[src/rtl/keypad_scanner.sv]
// keypad_scanner
// Scans a 4x4 active-low matrix keypad one row at a time, debounces presses
// and releases, and hands each accepted key to a consumer through a
// valid/acknowledge pair.
//
// Ports:
//   clk        system clock, rising edge only
//   rst_n      asynchronous active-low reset
//   col_n[3:0] column sense, active-low, asynchronous to clk
//   key_ack    consumer acknowledge, only meaningful while key_valid=1
//   row_n[3:0] row strobe, exactly one bit low
//   key_code   last reported key, row*4 + col
//   key_valid  key_code holds a key the consumer has not acknowledged
//   key_down   a debounced press is being held (PRESSED or RELEASE)
//   overflow   sticky: a key was dropped because key_valid was still set
//
// Optional feature: define KEYPAD_REPEAT_EN to enable auto-repeat while a
// key is held (first repeat after REPEAT_DELAY samples, then every
// REPEAT_RATE samples). Without it each press is reported exactly once.

module keypad_scanner #(
    parameter int SCAN_DIV         = 50000,
    parameter int DEBOUNCE_SAMPLES = 8,
    parameter int REPEAT_DELAY     = 500,
    parameter int REPEAT_RATE      = 100
) (
    input  logic       clk,
    input  logic       rst_n,
    input  logic [3:0] col_n,
    input  logic       key_ack,
    output logic [3:0] row_n,
    output logic [3:0] key_code,
    output logic       key_valid,
    output logic       key_down,
    output logic       overflow
);

    localparam int                SLOT_W    = $clog2(SCAN_DIV);
    localparam logic [SLOT_W-1:0] SLOT_LAST = SLOT_W'(SCAN_DIV - 1);
    localparam logic [7:0]        DEB_LAST  = 8'(DEBOUNCE_SAMPLES);

    if (SCAN_DIV < 4 || DEBOUNCE_SAMPLES < 1 || DEBOUNCE_SAMPLES > 255 ||
        REPEAT_DELAY < 1 || REPEAT_RATE < 1) begin : g_param_check
        $error("keypad_scanner: illegal parameter value");
    end

    typedef enum logic [1:0] {SCAN, DEBOUNCE, PRESSED, RELEASE} state_t;

    state_t            state, state_nxt;
    logic [1:0]        row, row_nxt;
    logic [7:0]        cnt, cnt_nxt;
    logic [3:0]        cand, cand_nxt;
    logic [3:0]        col_meta, col_sync;
    logic [SLOT_W-1:0] slot_cnt;
    logic              tick;
    logic              any_low;
    logic [1:0]        low_col;
    logic              sample_match;
    logic              report;
    logic [3:0]        report_code;
    logic              repeat_fire;

    // Columns idle high, so the synchronizer resets to 1 to avoid a
    // phantom press straight out of reset.
    always_ff @(posedge clk or negedge rst_n) begin
        if (!rst_n) begin
            col_meta <= 4'hF;
            col_sync <= 4'hF;
        end else begin
            col_meta <= col_n;
            col_sync <= col_meta;
        end
    end

    // Row slot timer; the last count of each slot is the only moment the
    // columns are looked at, giving the row strobe time to settle.
    always_ff @(posedge clk or negedge rst_n) begin
        if (!rst_n) begin
            slot_cnt <= '0;
        end else if (tick) begin
            slot_cnt <= '0;
        end else begin
            slot_cnt <= slot_cnt + 1'b1;
        end
    end

    assign tick    = (slot_cnt == SLOT_LAST);
    assign any_low = (col_sync != 4'hF);

    // Later assignments override earlier ones, so the lowest low column wins.
    always_comb begin
        low_col = 2'd0;
        if (!col_sync[3]) low_col = 2'd3;
        if (!col_sync[2]) low_col = 2'd2;
        if (!col_sync[1]) low_col = 2'd1;
        if (!col_sync[0]) low_col = 2'd0;
    end

    // The row is locked outside SCAN, so only the column needs comparing.
    assign sample_match = any_low && (low_col == cand[1:0]);

`ifdef KEYPAD_REPEAT_EN
    localparam logic [15:0] REP_DELAY = 16'(REPEAT_DELAY);
    localparam logic [15:0] REP_RATE  = 16'(REPEAT_RATE);

    logic [15:0] hold_cnt;
    logic        rep_armed;
    logic [15:0] rep_target;

    // The first repeat waits the longer delay; every later one the rate.
    assign rep_target  = rep_armed ? REP_RATE : REP_DELAY;
    assign repeat_fire = tick && (state == PRESSED) && sample_match &&
                         ((hold_cnt + 16'd1) == rep_target);

    // Held-sample counter, restarted whenever PRESSED is left.
    always_ff @(posedge clk or negedge rst_n) begin
        if (!rst_n) begin
            hold_cnt  <= '0;
            rep_armed <= 1'b0;
        end else if (state_nxt != PRESSED) begin
            hold_cnt  <= '0;
            rep_armed <= 1'b0;
        end else if (repeat_fire) begin
            hold_cnt  <= '0;
            rep_armed <= 1'b1;
        end else if (tick && state == PRESSED && sample_match) begin
            hold_cnt  <= hold_cnt + 16'd1;
        end
    end
`else
    assign repeat_fire = 1'b0;
`endif

    // Scanner state register.
    always_ff @(posedge clk or negedge rst_n) begin
        if (!rst_n) begin
            state <= SCAN;
            row   <= 2'd0;
            cnt   <= 8'd0;
            cand  <= 4'd0;
        end else begin
            state <= state_nxt;
            row   <= row_nxt;
            cnt   <= cnt_nxt;
            cand  <= cand_nxt;
        end
    end

    // Next-state logic; everything advances only on a sample tick. With a
    // single required sample the key is accepted on the tick that finds it.
    always_comb begin
        state_nxt   = state;
        row_nxt     = row;
        cnt_nxt     = cnt;
        cand_nxt    = cand;
        report      = 1'b0;
        report_code = cand;
        if (tick) begin
            case (state)
                SCAN: begin
                    if (!any_low) begin
                        row_nxt = row + 2'd1;
                    end else begin
                        cand_nxt = {row, low_col};
                        cnt_nxt  = 8'd1;
                        if (DEB_LAST == 8'd1) begin
                            report      = 1'b1;
                            report_code = {row, low_col};
                            state_nxt   = PRESSED;
                        end else begin
                            state_nxt = DEBOUNCE;
                        end
                    end
                end
                DEBOUNCE: begin
                    if (sample_match) begin
                        cnt_nxt = cnt + 8'd1;
                        if ((cnt + 8'd1) == DEB_LAST) begin
                            report    = 1'b1;
                            state_nxt = PRESSED;
                        end
                    end else begin
                        state_nxt = SCAN;
                        row_nxt   = row + 2'd1;
                    end
                end
                PRESSED: begin
                    if (!any_low) begin
                        cnt_nxt = 8'd1;
                        if (DEB_LAST == 8'd1) begin
                            state_nxt = SCAN;
                            row_nxt   = row + 2'd1;
                        end else begin
                            state_nxt = RELEASE;
                        end
                    end else if (repeat_fire) begin
                        report = 1'b1;
                    end
                end
                RELEASE: begin
                    if (any_low) begin
                        state_nxt = PRESSED;
                    end else begin
                        cnt_nxt = cnt + 8'd1;
                        if ((cnt + 8'd1) == DEB_LAST) begin
                            state_nxt = SCAN;
                            row_nxt   = row + 2'd1;
                        end
                    end
                end
                default: begin
                    state_nxt = SCAN;
                end
            endcase
        end
    end

    // Consumer handshake: an acknowledge in the same cycle frees the slot
    // for a new report; otherwise a report into a full slot is dropped.
    always_ff @(posedge clk or negedge rst_n) begin
        if (!rst_n) begin
            key_code  <= 4'd0;
            key_valid <= 1'b0;
            overflow  <= 1'b0;
        end else if (report) begin
            if (!key_valid || key_ack) begin
                key_code  <= report_code;
                key_valid <= 1'b1;
            end else begin
                overflow  <= 1'b1;
            end
        end else if (key_ack && key_valid) begin
            key_valid <= 1'b0;
        end
    end

    assign row_n    = ~(4'b0001 << row);
    assign key_down = (state == PRESSED) || (state == RELEASE);

endmodule

[config.mk]
export PLATFORM = sky130hd
export DESIGN_NAME = keypad_scanner
export DESIGN_NICKNAME = d
export VERILOG_FILES = /design/src/rtl/keypad_scanner.sv
export SDC_FILE = /design/constraint.sdc
export NUM_CORES = 1
export LEC_CHECK = 0
export BUFFER_PORTS_ARGS = -buffer_cell sky130_fd_sc_hd__buf_2
export CORE_ASPECT_RATIO = 1.5
export CORE_MARGIN = 2
export CORE_UTILIZATION = 43
export DETAILED_ROUTE_END_ITERATION = 8
export PLACE_DENSITY = 0.57
export SLEW_MARGIN = 20
export SYNTH_ARGS = -nofsm -noshare
export SYNTH_HDL_FRONTEND = slang
export SYNTH_SLANG_ARGS = --single-unit
[constraint.sdc]
create_clock -name clk -period 6.1 [get_ports clk]
set_input_delay 0.305 -clock clk [delete_from_list [all_inputs] [get_ports clk]]
set_output_delay 0.305 -clock clk [all_outputs]
set_load 0.01 [all_outputs]
==> flow_summary.json <==
{
  "seq_area_frac_synth": 0.499,
  "num_rows": 32,
  "synth_most_common_cell": "dfrtp_1",
  "crit_path_start_kind": "register",
  "crit_fanout": 14,
  "crit_required_ns": 6.30,
  "wl_per_cell_um": 14.1,
  "grt_antenna_before_repair": 0,
  "clk_latency_ns": 0.31,
  "worst-path-stages": 5,
  "synth_area_mm2": 0.00233,
  "place_congestion": 0.760,
  "ys_types": 48,
  "ir_worst_vdd_mv": 0.155,
  "fp.dieW_um": 64.1,
  "syn_area_per_cell_um2": 10.5,
  "port_buffers": 17,
  "hold_viol": 36,
  "crit_path_end_kind": "register",
  "synth_warnings": 0,
  "drtPass1Iterations": 4,
  "p_leak_uw": 0.00116,
  "die_y_um": 94.1,
  "synthTopCellsByCount": "dfrtp_1 (38), nand2_1 (20), nor2_1 (17), xor2_1 (11), inv_1 (10)",
  "vias_per_cell": 5.41,
  "relSlewSlack": 0.535,
  "crit_chain": "nor4bb_1, and4_1, nand2_1, or2_1, mux2_1",
  "routed_wl_um": 4300,
  "cap_violations": 0,
  "htree_levels": 2,
  "timing.final.max_slew_violations": 0,
  "synth_edf_count": 0,
  "cts_buffers": 5,
  "cts.sinks": 46,
  "yosysTopAreaCellShare": 0.409,
  "fin_crit_ns": 2.47,
  "timing.hold.ws_ns": -0.00995,
  "synthFlopType": "dfrtp_1",
  "drive_gt1_frac": 0.160,
  "ys_ff_latch": 46,
  "clk_path_buf_depth": 2,
  "yosysTopAreaCell": "dfrtp_1",
  "core_area_mm2": 0.00516,
  "grtUsageTotal": 0.167,
  "cts_resized": 0,
  "grt_setup_unrepaired": "false",
  "crit_type": "reg -> reg",
  "grt_first_pass_wirelength_um": 7740,
  "cts_tree": "yes",
  "dp_hpwl_um": 3070,
  "grt_max_degree": 47,
  "ys_top_cells_by_area": "dfrtp_1 (41%), dfstp_2 (9.0%), xor2_1 (4.1%)",
  "hold_class": "in -> async",
  "ctsHoldBuffers": 0,
  "initial_core_util": 0.450,
  "final_area_mm2": 0.00256,
  "worst_pin_slew_ns": 0.698,
  "clk_pin_slew_ns": 0.10,
  "syn2layout_area_growth_pct": 10.2,
  "via_count": 1649,
  "slowest_stage": "and4_1",
  "max_freq_ghz": 0.404,
  "dpl_cell_area_mm2": 0.00246,
  "ant_nets": 0,
  "skew_ns": 0.00778,
  "status": "complete, but fails checks",
  "failed_checks": "negative hold slack",
  "post_cts_buffers": 0,
  "period_share": 0.406,
  "async_flop_share": 1.00,
  "post-route-util": 0.496,
  "rrSetupSlack_ns": 3.63,
  "multi_input_area_mm2": 0.00109,
  "fp.dieArea_mm2": 0.00603,
  "clockRootBuffer": "clkbuf_8",
  "seq_area_mm2": 0.00116,
  "drt_iter0_markers": 75,
  "synth_fp_nets": 235,
  "critical-path-top-delay-family": "simple AND/OR/NAND/NOR gates",
  "drc": 0,
  "cpPeakStageDelay_ns": 0.57,
  "fillers": 481,
  "critPathBufInv": 0,
  "fin_nets": 250,
  "setup_viol": 0,
  "syn_inst": 221,
  "grt_pass1_vias": 1700,
  "worst_r2r_path_depth": 5,
  "overflow": 0,
  "p_per_area_mw_per_mm2": 204,
  "cp.arrival_ns": 2.68,
  "n_antenna_cell": 0,
  "fin_tns_setup_ns": 0,
  "io_pins": 18
}
cell families after synthesis:
kind of cell	share of synthesized area
AND/OR/NAND/NOR	0.212
flip-flops	0.499
AO/OA/AOI/OAI	0.124
buffers and inverters	0.0307
XOR/XNOR	0.0678
adder cells (fa/ha/maj)	0.0377
multiplexers	0.0290
per-stage QoR:
stage / power, µW / hold WS [ns] / cells / setup slack (ns)
finish: 523 / -0.00995 / 305 / 3.63
global route: 548 / 0.0333 / 305 / 3.39
CTS: 533 / 0.0788 / 305 / 3.60
detailed placement: 329 / 0.347 / 297 / 3.63
global placement: 329 / 0.346 / 297 / 3.66
floorplan: 320 / 0.00941 / 221 / 3.81
power breakdown:
part / switching (µW) / internal, µW
logic: 7.84 / 2.81
registers: 2.40 / 310
clock network: 114 / 85.7
total: 125 / 398
layout make-up:
| class | instances | share of cell area |
|---|---|---|
| clock inverters | 3 | 0.0112 |
| flip-flops and latches | 46 | 0.453 |
| repair buffers | 17 | 0.0342 |
| well taps | 68 | 0.0332 |
| multi-input cells | 156 | 0.427 |
| clock buffers | 5 | 0.0269 |
| inverters | 10 | 0.0146 |
final timing paths:
kind | from | to
hold / removal | rst_n | slot_cnt[6]
hold reg to reg | col_meta[1] | col_sync[1]
max in group asynchronous | rst_n | slot_cnt[7]
setup reg to reg | slot_cnt[4] | cnt[0]
setup / recovery | slot_cnt[4] | cnt[0]
min in group clk | col_n[1] | col_meta[1]
placed cells by master (no fill, tap or decap), types with 2 or more instances in the layout:
master,n
dfrtp_1,38
nand2_1,20
nor2_1,17
buf_2,16
xor2_1,11
inv_1,10
and3_1,8
o21ai_0,8
dfstp_2,8
nand3_1,7
xnor2_1,7
nand3b_1,7
ha_1,7
nand4_1,6
mux2_1,6
nor3_1,5
o21ai_1,5
o221ai_1,5
clkbuf_8,5
nor4bb_1,2
and4_1,2
and2_1,2
a211oi_1,2
a21o_1,2
a31oi_1,2
o311ai_1,2
registers in the layout, summed over array words and instances (netlist names), 2 cells and up:
name      flops
col_meta      4
cand          4
cnt           8
slot_cnt     16
col_sync      4
key_code      4
state         2
row           2
metal layers:
metal | global-route usage | share of wire | up-vias
li1 | - | - | 817
met4 | 0.0851 | 0.026 | 0
met2 | 0.299 | 0.53 | 19
met5 | 0 | 0 | -
met1 | 0.186 | 0.42 | 805
met3 | 0.0300 | 0.021 | 8
Power figures use the tool's default switching activity.
